--- src/rtl/cpu_pkg.sv ---
// Shared pipeline types and constants for the IF/ID path.
package cpu_pkg;

    localparam int XLEN = 32;
    localparam int ILEN = 32;
    localparam logic [ILEN-1:0] NOP_INSTR = 32'h0000_0013;

    typedef struct packed {
        logic [XLEN-1:0] pc;
        logic [ILEN-1:0] instr;
    } fq_entry_t;

endpackage

--- src/rtl/fetch_queue_mem.sv ---
// Entry storage for the fetch queue: one sync write port, one async read port.
module fetch_queue_mem
    import cpu_pkg::*;
#(
    parameter int DEPTH = 4,
    parameter int W     = XLEN + ILEN
) (
    input  logic                     clk_i,
    input  logic                     rst_i,
    input  logic                     we_i,
    input  logic [$clog2(DEPTH)-1:0] waddr_i,
    input  logic [W-1:0]             wdata_i,
    input  logic [$clog2(DEPTH)-1:0] raddr_i,
    output logic [W-1:0]             rdata_o
);

    logic [W-1:0] r_mem [DEPTH];

    always_ff @(posedge clk_i or negedge rst_i) begin
        if (!rst_i) begin
            for (int i = 0; i < DEPTH; i++) begin
                r_mem[i] <= '0;
            end
        end else if (we_i) begin
            r_mem[waddr_i] <= wdata_i;
        end
    end

    assign rdata_o = r_mem[raddr_i];

endmodule

--- src/rtl/fetch_queue.sv ---
// IF/ID instruction fetch queue with flush, NOP fill and optional bypass.
module fetch_queue
    import cpu_pkg::*;
#(
    parameter int              XLEN      = cpu_pkg::XLEN,
    parameter int              ILEN      = cpu_pkg::ILEN,
    parameter int              DEPTH     = 4,
    parameter int              BYPASS    = 0,
    parameter logic [ILEN-1:0] NOP_INSTR = cpu_pkg::NOP_INSTR
) (
    input  logic                       clk_i,
    input  logic                       rst_i,
    input  logic                       start_i,
    input  logic                       flush_i,
    input  logic                       push_valid_i,
    output logic                       push_ready_o,
    input  logic [XLEN-1:0]            push_pc_i,
    input  logic [ILEN-1:0]            push_instr_i,
    output logic                       pop_valid_o,
    input  logic                       pop_ready_i,
    output logic [XLEN-1:0]            pop_pc_o,
    output logic [ILEN-1:0]            pop_instr_o,
    output logic [$clog2(DEPTH+1)-1:0] count_o
);

    localparam int PW = $clog2(DEPTH);
    localparam int CW = $clog2(DEPTH + 1);
    localparam int W  = XLEN + ILEN;

    logic [PW-1:0] r_wr_ptr;
    logic [PW-1:0] r_rd_ptr;
    logic [CW-1:0] r_count;

    logic          w_full;
    logic          w_empty;
    logic          w_push_ready;
    logic          w_byp;
    logic          w_pop_valid;
    logic          w_push_fire;
    logic          w_pop_fire;
    logic          w_wr;
    logic          w_rd;
    logic [W-1:0]  w_rdata;
    logic [W-1:0]  w_head;

    assign w_full       = (r_count == CW'(DEPTH));
    assign w_empty      = (r_count == '0);
    assign w_push_ready = rst_i & start_i & ~w_full;

    // Bypass forwards the IF entry straight to ID while the queue is empty.
    assign w_byp        = (BYPASS != 0) & w_empty & push_valid_i
                        & start_i & ~flush_i;
    assign w_pop_valid  = start_i & ~flush_i & (~w_empty | w_byp);

    assign w_push_fire  = push_valid_i & w_push_ready & ~flush_i;
    assign w_pop_fire   = w_pop_valid & pop_ready_i;

    // A bypassed entry consumed the same cycle never touches storage.
    assign w_wr         = w_push_fire & ~(w_byp & w_pop_fire);
    assign w_rd         = w_pop_fire & ~w_byp;

    fetch_queue_mem #(
        .DEPTH (DEPTH),
        .W     (W)
    ) u_mem (
        .clk_i   (clk_i),
        .rst_i   (rst_i),
        .we_i    (w_wr),
        .waddr_i (r_wr_ptr),
        .wdata_i ({push_pc_i, push_instr_i}),
        .raddr_i (r_rd_ptr),
        .rdata_o (w_rdata)
    );

    assign w_head = w_byp ? {push_pc_i, push_instr_i} : w_rdata;

    assign push_ready_o = w_push_ready;
    assign pop_valid_o  = w_pop_valid;
    assign pop_pc_o     = w_pop_valid ? w_head[W-1:ILEN] : '0;
    assign pop_instr_o  = w_pop_valid ? w_head[ILEN-1:0] : NOP_INSTR;
    assign count_o      = r_count;

    always_ff @(posedge clk_i or negedge rst_i) begin
        if (!rst_i) begin
            r_wr_ptr <= '0;
            r_rd_ptr <= '0;
            r_count  <= '0;
        end else if (flush_i) begin
            r_wr_ptr <= '0;
            r_rd_ptr <= '0;
            r_count  <= '0;
        end else begin
            if (w_wr) begin
                r_wr_ptr <= r_wr_ptr + 1'b1;
            end
            if (w_rd) begin
                r_rd_ptr <= r_rd_ptr + 1'b1;
            end
            unique case ({w_wr, w_rd})
                2'b10:   r_count <= r_count + 1'b1;
                2'b01:   r_count <= r_count - 1'b1;
                default: r_count <= r_count;
            endcase
        end
    end

endmodule

--- config.mk ---
export PLATFORM = sky130hd
export DESIGN_NAME = fetch_queue
export DESIGN_NICKNAME = d
export VERILOG_FILES = /design/src/rtl/cpu_pkg.sv /design/src/rtl/fetch_queue_mem.sv /design/src/rtl/fetch_queue.sv
export SDC_FILE = /design/constraint.sdc
export NUM_CORES = 1
export LEC_CHECK = 0
export CORE_ASPECT_RATIO = 1.1
export CORE_UTILIZATION = 35
export CTS_CLUSTER_DIAMETER = 120
export DETAILED_ROUTE_END_ITERATION = 8
export PLACE_DENSITY_LB_ADDON = 0.05
export SYNTH_ARGS = -nofsm -noshare
export SYNTH_HDL_FRONTEND = slang
export SYNTH_SLANG_ARGS = --single-unit
export TNS_END_PERCENT = 30
--- constraint.sdc ---
create_clock -name clk_i -period 2 [get_ports clk_i]
set_input_delay 0.4 -clock clk_i [delete_from_list [all_inputs] [get_ports clk_i]]
set_output_delay 0.4 -clock clk_i [all_outputs]
set_load 0.01 [all_outputs]
After elaboration in Yosys (flattened, before gate mapping):

Index checks and enable logic that the tools add are counted.

* flip-flop bits (word level): 263
* bits of input ports: 70
* output and inout port bits: 69
* logic and storage cells: 48

* add/sub/neg operators: 4
* order comparisons: 3
* equality and inequality tests: 3
* muxes and demuxes: 14
* bitwise gates (word level): 12
* reductions and logical operators: 5

Operators with widths (count)
* 256-bit bitwise mux: 1
* 64-bit two-way mux: 3
* 64-bit binary-select mux with 2-bit select: 1
* 64-bit demux with 2-bit select: 1
* 32-bit two-way mux: 2
* 2-bit two-way mux: 4
* 1-bit bitwise AND: 7
* 3-bit greater-or-equal comparator (second input constant): 2
* 2-bit inverter with 3-bit output: 2
* 3-bit case mux with 2 select lines: 1
* 2-bit by 1-bit adder with 2-bit output (second input constant): 2
* 2-bit nonzero test: 2
* 3-bit by 1-bit adder with 3-bit output (second input constant): 1
* 3-bit == test (second input constant): 1
* 3-bit logical NOT: 1
* 3-bit by 1-bit < comparator with 1-bit output (second input constant): 1
* 3-bit two-way mux: 1
* 1-bit inverter: 3
* 3-bit nonzero test: 1
* 3-bit by 1-bit subtractor with 3-bit output (second input constant): 1
* 2-bit by 1-bit == test with 1-bit output (second input constant): 1
* 2-bit == test (second input constant): 1
* 1-bit logical AND: 1

Longest topological paths before layout:

Gate-level depths: netlist (run 1).

* word-level depth: 8
* mapped depth: 8
* depth with buffers taken out: 7

Hierarchy:

From an unflattened synthesis (run 1), not the netlist that was laid out.

* cell total of the unflattened synthesis: 735
* area total of the unflattened synthesis: 12026.5 um2

Modules (own cells, without submodules)
* fetch_queue_mem: times used 1, cells each 621, area an instance 11162.0 um2, sequential area each 6406.1 um2
* fetch_queue: times used 1, cells each 114, area an instance 864.6 um2, sequential area each 175.2 um2

Least setup slack after synthesis (run 1):

Ideal clock, no wire load.

* kind: register to register
* start: reg r_count[2], in the netlist count_o[2]
* end: reg r_count[2], in the netlist count_o[2]
* setup time: 0.069 ns
* arrival time: 1.951 ns
* data required time: 1.931 ns
* setup slack: -0.020 ns
* cell stages (with the launch flop): 9
* buffers on the path: 1
* clock period less this slack: 2.020 ns
* cells stage by stage: dfrtp_1 buf_2 nor3_1 nand2b_1 nor2_1 fa_1 nor4_1 a21oi_1 nand3_1

* cells in the longest elaborated chain, start to end: 8
* elaborated cells on any way between the ends: 16
* classes of those cells: add/sub (2); eq/ne (3); mux (2); bitwise (7); reduce/logical (2)

Ends and longest elaborated chain
* from (decl): RTL line fetch_queue.sv:32 `logic [CW-1:0] r_count;`
* from (signal assigned): RTL line fetch_queue.sv:100 `2'b10: r_count <= r_count + 1'b1;`
* from (signal assigned): RTL line fetch_queue.sv:101 `2'b01: r_count <= r_count - 1'b1;`
* from (signal assigned): RTL line fetch_queue.sv:102 `default: r_count <= r_count;`
* 3-bit == test: RTL line fetch_queue.sv:46 `assign w_full = (r_count == CW'(DEPTH));`
* 1-bit inverter: RTL line fetch_queue.sv:48 `assign w_push_ready = rst_i & start_i & ~w_full;`
* 1-bit bitwise AND: RTL line fetch_queue.sv:48
* 1-bit bitwise AND (2 in series): RTL line fetch_queue.sv:55 `assign w_push_fire = push_valid_i & w_push_ready & ~flush_i;`
* 2-bit by 1-bit == test with 1-bit output / 2-bit == test (equally long branches): RTL line fetch_queue.sv:99 `unique case ({w_wr, w_rd})`
* 3-bit case mux with 2 select lines: RTL line fetch_queue.sv:99
* 3-bit two-way mux: RTL line fetch_queue.sv:88 `end else if (flush_i) begin`

Parallel ways exist; a longest one is shown, timed or not.
A chain may end at the register's enable or synchronous reset.

Worst setup path in the final report (run 1):

* start: reg r_rd_ptr[0]
* end: out pop_instr_o[0]

* cells in the longest elaborated chain, start to end: 5

Ends and longest elaborated chain
* from (decl): RTL line fetch_queue.sv:31 `logic [PW-1:0] r_rd_ptr;`
* from (signal assigned): RTL line fetch_queue.sv:97 `r_rd_ptr <= r_rd_ptr + 1'b1;`
* 2-bit inverter with 3-bit output (not written as such): RTL line fetch_queue_mem.sv:29 `assign rdata_o = r_mem[raddr_i];`
* 64-bit binary-select mux with 2-bit select: RTL line fetch_queue_mem.sv:29
* 64-bit two-way mux (not written as such) (2 in series): RTL line fetch_queue_mem.sv:29
* 32-bit two-way mux: RTL line fetch_queue.sv:80 `assign pop_instr_o = w_pop_valid ? w_head[ILEN-1:0] : NOP_INSTR;`
* to (decl): RTL line fetch_queue.sv:22 `output logic [ILEN-1:0] pop_instr_o,`

Every way passes these cells. The select of a mux whose other input is x is not followed.

==> results.toml, run 1 <==
[logic_synthesis]
ys_warn_count = 0
postSynthAreaPerCell_um2 = 16.08
ys_seq_elements = 263
netlist_area_um2 = 12110
async_flop_share_pct = 100.0
synth_flop_cell = "dfrtp_1"
synth_enable_flop_cells = 0
syn_nets = 828
ys_types = 37
synth_cells = 753
yosysSeqAreaShare_pct = 54.36

[floorplan]
die_w_um = 179.3
initial_utilization_pct = 35.49
die_y_um = 197.1
dieArea_um2 = 35340
rows = 71
pin_count = 139
core_area_um2 = 34110

[pwr]
seq_power_share_pct = 46.2
p_clk_share_pct = 39.4
cellPowerDensity_nw_per_um2 = 850.1
combPwrFrac_pct = 14.4
switching_share_pct = 22.62
switching_power_w = 0.003031
peakVddDrop_mv = 0.5639
power.leakage_nw = 7.142
internal-power_w = 0.01037

[placement]
dpl-instance-area_um2 = 14370
port_buffers = 138
place_ws_ps = -550.8
gp_congestion = 0.7170
dp_hpwl_um = 18950

[setup_path]
path_max_fanout = 4
cp_cell_sequence = "buf_12 -> buf_8 -> mux4_2 -> or2_4 -> buf_6"
slowest_delay_ps = 530
r2r_start = "count_o[2]"
crit_path_end_kind = "output pin"
cp_slowest_cell = "dfrtp_4"
worstPathArrival_ps = 2190
ff2ff_path_depth = 6
worstSetupStartpointType = "flop"
worstSetupPathType = "flop to output pin"
cp.required_ps = 1600
critPathLaunch = "r_rd_ptr[0]"

[timing]
fin_skew_ps = 12.81
timing.final.crit_period_ps = 2592
tns_ps = -34050
relSlewSlack_pct = 29.15
hold_violations = 0
setup_viol = 66
worst_slew_pin_slew_ps = 1063
slew_viol_final = 0
setup_ws_ps = -592.1
min_period_over_period_pct = 129.6
max_freq_mhz = 385.8
worst_hold_slack_ps = 163.0
rsz0062_at_grt = "true"

[cells_and_area]
syn2layout_area_growth_pct = 30.20
drive_above_1_share_pct = 54.57
final_common_cell = "dfrtp_1"
final_nets = 1027
layout_common_cells = "261 x dfrtp_1, 234 x mux2_2, 68 x clkdlybuf4s50_1, 64 x mux4_2, 39 x nor2b_1"
final_area_um2 = 15760

[global_route]
grt-ovfl-total = 0
grt_usage_pct = 17.44
antenna_found_initial = 1
grt_max_degree = 174
grt_pass1_vias = 8389
grt_pass1_wl_um = 47330

[min_path]
min_path_type = "input pin to asynchronous set/reset pin"

[route]
finalWirelength_um = 29560
first_pass_iters = 6
detail_route.vias_per_cell = 5.050
ant_nets = 0
drt_iter0_markers = 238
routedWlPerCell_um = 20.93
vias = 7130
drc = 40

[clocking]
clockBufferDepth = 3
numCtsBuffers = 30
cts_tree = "built"
cts.clk_slew.worst_paths_ps = 60
root_buffer = "clkbuf_16"
clk_latency_ps = 540
cts-htree-levels = 1
clkSinkCount = 263

[run]
maxCapViolCount = 0

[outcome]
violations = "design-rule violations, negative setup slack"
status = "finished, violations left"
[through the flow]
step                utilization (%)  cells  power [W]
CTS                           45.72   1413    0.01359
global placement              42.14   1329   0.007971
global route                  46.20   1411    0.01408
floorplan                         -    753   0.007344
detailed placement            42.14   1329   0.008097
finish                        46.21   1412    0.01340
[worst paths after layout]
kind                                         end  slack (ps)
worst max-delay path              pop_instr_o[0]        -590
worst min-delay path             u_mem.r_mem[63]         160
worst max register to register   u_mem.r_mem[11]          30
worst min register to register  u_mem.r_mem[160]         480
max in group asynchronous        u_mem.r_mem[71]        1030
min in group clk_i              u_mem.r_mem[160]         480
[metal layers]
metal	track usage [%]	vias to the layer above	routed length, µm
met3	3.483	43	1472
met1	21.11	3803	11990
met2	31.40	136	15510
met5	0	-	17
li1	-	3146	-
met4	4.264	2	572
[state kept, by name (all words and copies together), names as in the netlist]
register     count
r_wr_ptr         2
count_o          3
u_mem.r_mem    256
r_rd_ptr         2
[repair_timing]
item                       4_1_cts  5_1_grt
setup endpoints to repair      103      153
gates cloned                     3        0
buffers inserted                27        3
hold buffers                     1        0
resized for setup              295       70
hold endpoints to repair         7        0
pin swaps                        3        1
[Yosys cell counts, types with 2 or more instances]
cell	n	area (µm²)
buf_2	8	40.04
or2_2	3	18.77
a21oi_1	2	10.01
clkbuf_1	11	41.29
a31o_2	2	17.52
mux2_1	22	247.7
ha_1	4	50.05
xnor2_1	2	17.52
and2_1	4	25.02
nor2_1	5	18.77
nand3b_1	2	15.01
nor2b_1	62	387.9
nand3_1	6	30.03
mux4_2	64	1441
o41ai_1	2	17.52
mux2_2	234	2635
dfrtp_1	263	6581
inv_1	7	26.28
buf_6	28	315.3
nand2_1	2	7.510
buf_4	4	30.03
[cell type report]
cell class | count | area [µm²]
Antenna cell | 1 | 2.502
Sequential cell | 263 | 6589
Clock buffer | 45 | 898.4
Multi-Input combinational cell | 431 | 5284
Tap cell | 438 | 548.0
Inverter | 7 | 26.28
Timing Repair Buffer | 219 | 2347
Fill cell | 3038 | 18350
Clock inverter | 8 | 67.56
[worst max-delay path: cells and delay by family, from the launching register on]
family / cells / cell delay (ps)
flip-flops: 1 / 530
multiplexers: 1 / 470
buffers and inverters: 3 / 400
AND/OR/NAND/NOR: 1 / 250
[power by group through the flow]
stage                     Sequential [W]  Combinational (W)  Clock [W]
after detailed placement         0.00628            0.00181          0
after floorplan                  0.00617            0.00117          0
final                            0.00619            0.00193    0.00528
after global placement           0.00622            0.00175          0
after global routing             0.00627            0.00209    0.00573
after CTS                        0.00619            0.00191    0.00549
[cells by family (layout without fill, tap and decap cells)]
kind of cell	Yosys count	in the layout	synth area share, %
buf+inv	59	279	3.772
simple gates	92	92	4.599
flops	263	263	54.36
other cells	0	1	0
mux	321	321	35.80
compound gates	10	10	0.6718
fa+ha+maj	5	5	0.5788
xor+xnor	3	3	0.2171
No activity file was read; power rests on OpenSTA's default activity.
==> inputs of run 2 (changes only) <==
ABC_AREA = 1   (was default)
SETUP_SLACK_MARGIN = 0.5   (was default)
==> results.toml, run 2 <==
[logic_synthesis]
synth_flop_cell = "dfrtp_1"
postSynthAreaPerCell_um2 = 8.839
synthAdderAreaFrac_pct = 0.5475
yosysTopAreaCell = "dfrtp_1"
syn_nets = 1523
yosys.area_share.simple_pct = 16.64
yosysTopAreaCellShare_pct = 51.42
synth_cells = 1448
ys_warn_count = 0
synth_compound_area_share_pct = 22.56
ys_seq_elements = 263
yosysMostFrequentCell = "nand2_1"
synth_xor_area_share_pct = 0.06843
synth.area.top_cells = "dfrtp_1 51%, o21ai_2 11%, nand2_1 8.1%"
synth_enable_flop_cells = 0
synth_mux_area_share_pct = 0
async_flop_share_pct = 100.0
synth_top_family_by_area = "compound AO/OA/AOI/OAI gates"
ys_types = 23
yosysSeqAreaShare_pct = 51.42
netlist_area_um2 = 12800
synthTopCellsByCount = "275 x nand2_1, 263 x dfrtp_1, 259 x nor2_1"

[floorplan]
initial_utilization_pct = 35.47
die_w_um = 184.3
pin_count = 139
dieArea_um2 = 37340
die_y_um = 202.6
core_area_um2 = 36080
rows = 73

[timing]
min_period_over_period_pct = 124.2
worst_hold_slack_ps = 475.9
relSlewSlack_pct = 53.31
fin_skew_ps = 8.650
worst_slew_pin_slew_ps = 700.3
max_freq_mhz = 402.7
setup_viol = 66
setup_ws_ps = -483.1
timing.final.crit_period_ps = 2483
rsz0062_at_grt = "true"
hold_violations = 0
slew_viol_final = 0

[setup_path]
crit_family = "buffers and inverters"
slowest_delay_ps = 540
cp.required_ps = 1600
cp_cell_sequence = "buf_12 -> buf_12 -> buf_16 -> nor2_1 -> nor2_1 -> o21ai_1 -> a21oi_1 -> buf_2"
worstSetupPathType = "flop to output pin"
worstSetupStartpointType = "flop"
path_buf_inv = 4
worstPathArrival_ps = 2080
path_max_fanout = 7
cp_slowest_cell = "dfrtp_4"
crit_path_end_kind = "output pin"

[min_path]
min_path_type = "flop to flop"

[global_route]
grt_busiest_layer = "met2"
global_route.usage.met2_pct = 35.27
grt_pass1_vias = 10550
grtUsageMet1_pct = 28.18
grt-ovfl-total = 0
antenna_found_initial = 0
met3_usage_pct = 2.278
grt_pass1_wl_um = 60530
grt_usage_pct = 20.69
grt_max_degree = 97

[route]
routedWlPerCell_um = 18.34
first_pass_iters = 5
ant_nets = 0
finalWirelength_um = 40210
drt_iter0_markers = 578
drc = 0
vias = 10800
detail_route.vias_per_cell = 4.925

[placement]
dp_hpwl_um = 21480
port_buffers = 138
gp_congestion = 0.7658
place_ws_ps = -611.0
dp.cells = 2041

[cells_and_area]
layout_common_cells = "259 x dfrtp_1, 222 x o21ai_2, 164 x nand2_1, 156 x nor2_1, 149 x o21ai_1"
fin_util_pct = 53.71
largest_reg_flops = 256
syn2layout_area_growth_pct = 51.41
final_common_cell = "dfrtp_1"
final_nets = 1758
top_register = "u_mem.r_mem"
drive_above_1_share_pct = 44.49
layout.cells.non_filler = 2193
n_antenna_cell = 0

[clocking]
clk_latency_ps = 560
clockBufferDepth = 3
numCtsBuffers = 31
cts.clk_slew.worst_paths_ps = 60
root_buffer = "clkbuf_16"
cts_tree = "built"
cts-htree-levels = 1
clkSinkCount = 263

[pwr]
cellPowerDensity_nw_per_um2 = 945.9
power.leakage_nw = 8.741
peakVddDrop_mv = 0.6066

[outcome]
violations = "negative setup slack"
status = "finished, violations left"

[run]
maxCapViolCount = 0
run 2: power breakdown:
part           switching (W)  internal, W  leakage, nW  total, W
registers           0.000717      0.00607         3.53   0.00679
clock network        0.00229      0.00397        0.565   0.00626
logic                0.00257      0.00271         4.64   0.00528
total                0.00558       0.0128         8.74    0.0183
run 2: metrics by stage:
stage,instance area [µm²],total power [W],setup TNS (ps)
floorplan,12910,0.008722,0
global placement,15040,0.01024,-62220
detailed placement,15040,0.01026,-58310
CTS,17640,0.01739,-27510
global route,19380,0.01925,-31380
finish,19380,0.01833,-25580
run 2: layout make-up:
cell class              instances  area, µm²
fillers                      3260      16700
multi-input cells            1010       6832
flip-flops and latches        263       6589
repair buffers                300       3905
clock buffers                  40      879.6
well taps                     487      609.3
inverters                      77      306.5
clock inverters                16      257.7
run 2: repair_timing:
item,in CTS,in global routing
endpoints found under the hold margin,27,0
setup buffers,31,17
gates resized for setup,523,400
cloned,26,20
hold buffers,2,0
endpoints found under the setup margin,328,332
pin swaps,68,157
run 2: final timing paths:
kind / from / end / slack (ps) / depth (start not counted)
min reg2reg: u_mem.r_mem[152] / u_mem.r_mem[152] / 480 / 2
max: r_rd_ptr[0] / pop_instr_o[13] / -480 / 8
max reg2reg: count_o[1] / count_o[2] / 0 / 16
min: u_mem.r_mem[152] / u_mem.r_mem[152] / 480 / 2
max in group asynchronous: rst_i / u_mem.r_mem[179] / 750 / 4
min in group asynchronous: rst_i / u_mem.r_mem[149] / 540 / 4
run 2: cell families (layout without fill, tap and decap cells):
| group | after synthesis | count (layout) |
|---|---|---|
| AO/OA/AOI/OAI | 451 | 451 |
| XOR/XNOR | 1 | 1 |
| adder cells (fa/ha/maj) | 5 | 5 |
| buffers and inverters | 181 | 433 |
| flip-flops | 263 | 263 |
| AND/OR/NAND/NOR | 547 | 553 |
run 2: layer usage:
layer / share of wire (%) / routed length (µm) / vias up
met1: 45 / 18160 / 5328
li1: - / - / 5245
met4: 1.6 / 631 / 0
met3: 3.2 / 1286 / 49
met2: 50 / 20130 / 178
met5: 0 / 0 / -
run 2: worst min-delay path: stages (launching register included):
cell     delay, ps
dfrtp_1        340
nand2_1         60
o21ai_2         50
==> inputs of run 3 (changes only) <==
CORE_ASPECT_RATIO = 1.5   (was 1.1)
CTS_CLUSTER_DIAMETER = 150   (was 120)
RECOVER_POWER = 25   (was default)
==> results.toml, run 3 (same netlist as run 2, synthesis figures left out) <==
[placement]
dp.cells = 2033
dp_hpwl_um = 21740
dpl-instance-area_um2 = 15020
gp_congestion = 0.7440
port_buffers = 138

[cells_and_area]
largest_reg_flops = 256
layout_common_cells = "259 x dfrtp_1, 246 x nand2_1, 199 x o21ai_2, 167 x o21ai_1, 137 x nor2_1"
layout.cells.non_filler = 2173
syn2layout_area_growth_pct = 45.31
final_area_um2 = 18600
seq_area_um2 = 6589
drive_above_1_share_pct = 39.55
top_register = "u_mem.r_mem"
final_common_cell = "dfrtp_1"
multiInputGateArea_um2 = 6321
fill_cells = 3443
final_nets = 1754

[setup_path]
cp.required_ps = 1600
r2r_start = "count_o[1]"
worstSetupStartpointType = "flop"
ff2ff_path_depth = 14
worst_r2r_endpoint = "count_o[2]"
worstPathArrival_ps = 2040
r2r_slack_ps = -80
crit_path_end_kind = "output pin"
path_max_fanout = 6
worstSetupPathType = "flop to output pin"

[min_path]
min_path_type = "input pin to asynchronous set/reset pin"

[timing]
rsz0062_at_grt = "true"
tns_ps = -27600
worst_slew_pin_slew_ps = 1211
setup_ws_ps = -444.1
slew_viol_final = 0
max_freq_mhz = 409.1
relSlewSlack_pct = 19.28
min_period_over_period_pct = 122.2
timing.final.crit_period_ps = 2444
hold_violations = 0
setup_viol = 159
fin_skew_ps = 6.579

[outcome]
status = "finished, violations left"
violations = "negative setup slack"

[clocking]
clk_latency_ps = 550
cts-htree-levels = 1
cts_tree = "built"
cts.clk_slew.worst_paths_ps = 60
ctsHoldBuffers = 0
clockBufferDepth = 3
numCtsBuffers = 29
clkSinkCount = 263
root_buffer = "clkbuf_16"

[global_route]
met3_usage_pct = 3.050
grtUsageMet1_pct = 27.49
grt_pass1_wl_um = 61090
grt_pass1_vias = 10470
antenna_found_initial = 2
global_route.usage.met2_pct = 37.61
grt_max_degree = 146
grt_busiest_layer = "met2"
grt_usage_pct = 21.43
grt-ovfl-total = 0

[route]
drt_iter0_markers = 600
vias = 10725
drc = 0
finalWirelength_um = 42580
routedWlPerCell_um = 19.60
ant_nets = 0
detail_route.vias_per_cell = 4.936
first_pass_iters = 5

[pwr]
p_clk_share_pct = 30.6
switching_power_w = 0.005462
power.leakage_nw = 8.455
peakVddDrop_mv = 0.5099
combPwrFrac_pct = 30.9
switching_share_pct = 31.69
cellPowerDensity_nw_per_um2 = 926.9
seq_power_share_pct = 38.5
internal-power_w = 0.01178

[floorplan]
initial_utilization_pct = 35.60
die_y_um = 236.2
die_w_um = 158.1
rows = 85
core_area_um2 = 35950
pin_count = 139
dieArea_um2 = 37350

[run]
maxCapViolCount = 0
-- run 3: cell count changes in the layout (fill, tap and decap cells not counted), sizes merged --
cell	change
clkdlybuf4s15	-1
clkinv	-6
dlygate4sd3	-1
diode	+1
clkbuf	+8
nand2	-6
bufinv	-5
clkinvlp	-1
-- run 3: stage by stage --
stage / hold WS (ps) / power (W) / setup WS [ps] / util, %
floorplan: 104.4 / 0.008722 / 227.3 / -
global placement: 458.1 / 0.01025 / -557.4 / 41.79
detailed placement: 462.2 / 0.01027 / -563.7 / 41.79
CTS: 40.62 / 0.01667 / -485.8 / 47.91
global route: 495.6 / 0.01816 / -536.7 / 51.73
finish: 446.0 / 0.01724 / -444.1 / 51.74
-- run 3: power groups by stage --
stage	sequential [W]	clock [W]	combinational [W]
2_1_floorplan	0.00648	0	0.00225
3_3_place_gp	0.00652	0	0.00373
4_1_cts	0.00655	0.00542	0.00470
6_report	0.00663	0.00527	0.00533
3_5_place_dp	0.00654	0	0.00372
5_1_grt	0.00672	0.00560	0.00585
-- run 3: worst max path at each step --
stage	start	end	slack (ps)	cells after the start
after floorplan	count_o[1]	count_o[2]	230	13
after global placement	start_i	pop_pc_o[22]	-560	7
after detailed placement	start_i	pop_pc_o[23]	-560	7
after CTS	r_rd_ptr[0]	pop_instr_o[25]	-490	8
after global routing	r_rd_ptr[0]	pop_instr_o[23]	-540	8
final	r_rd_ptr[0]	pop_pc_o[11]	-440	8
-- run 3: metal layers --
| layer | up-vias | part of all wire [%] |
|---|---|---|
| met4 | 2 | 1.6 |
| met1 | 5273 | 42 |
| met2 | 204 | 52 |
| li1 | 5205 | - |
| met5 | - | 0.031 |
| met3 | 41 | 4.1 |
-- run 3: critical path: stages (launching register included) --
cell and delay (ps):
dfrtp_4 520, buf_6 150, buf_16 140, buf_8 140
nor2_4 40, nor2_2 110, o21ai_2 80, a21oi_1 160
buf_2 150
-- run 3: what timing repair did --
item / 4_1_cts / 5_1_grt
pin swaps: 79 / 120
cloned: 20 / 22
gates resized for setup: 611 / 187
setup endpoints to repair: 331 / 332
buffers inserted: 25 / 26
-- run 3: cell type report --
cell class                      instances  share of cell area (%)
Sequential cell                       263                   35.43
Inverter                               77                   1.662
Multi-Input combinational cell       1004                   33.99
Clock buffer                           42                   4.487
Clock inverter                          4                  0.3969
Timing Repair Buffer                  304                   20.81
Tap cell                              478                   3.216
Antenna cell                            1                 0.01346
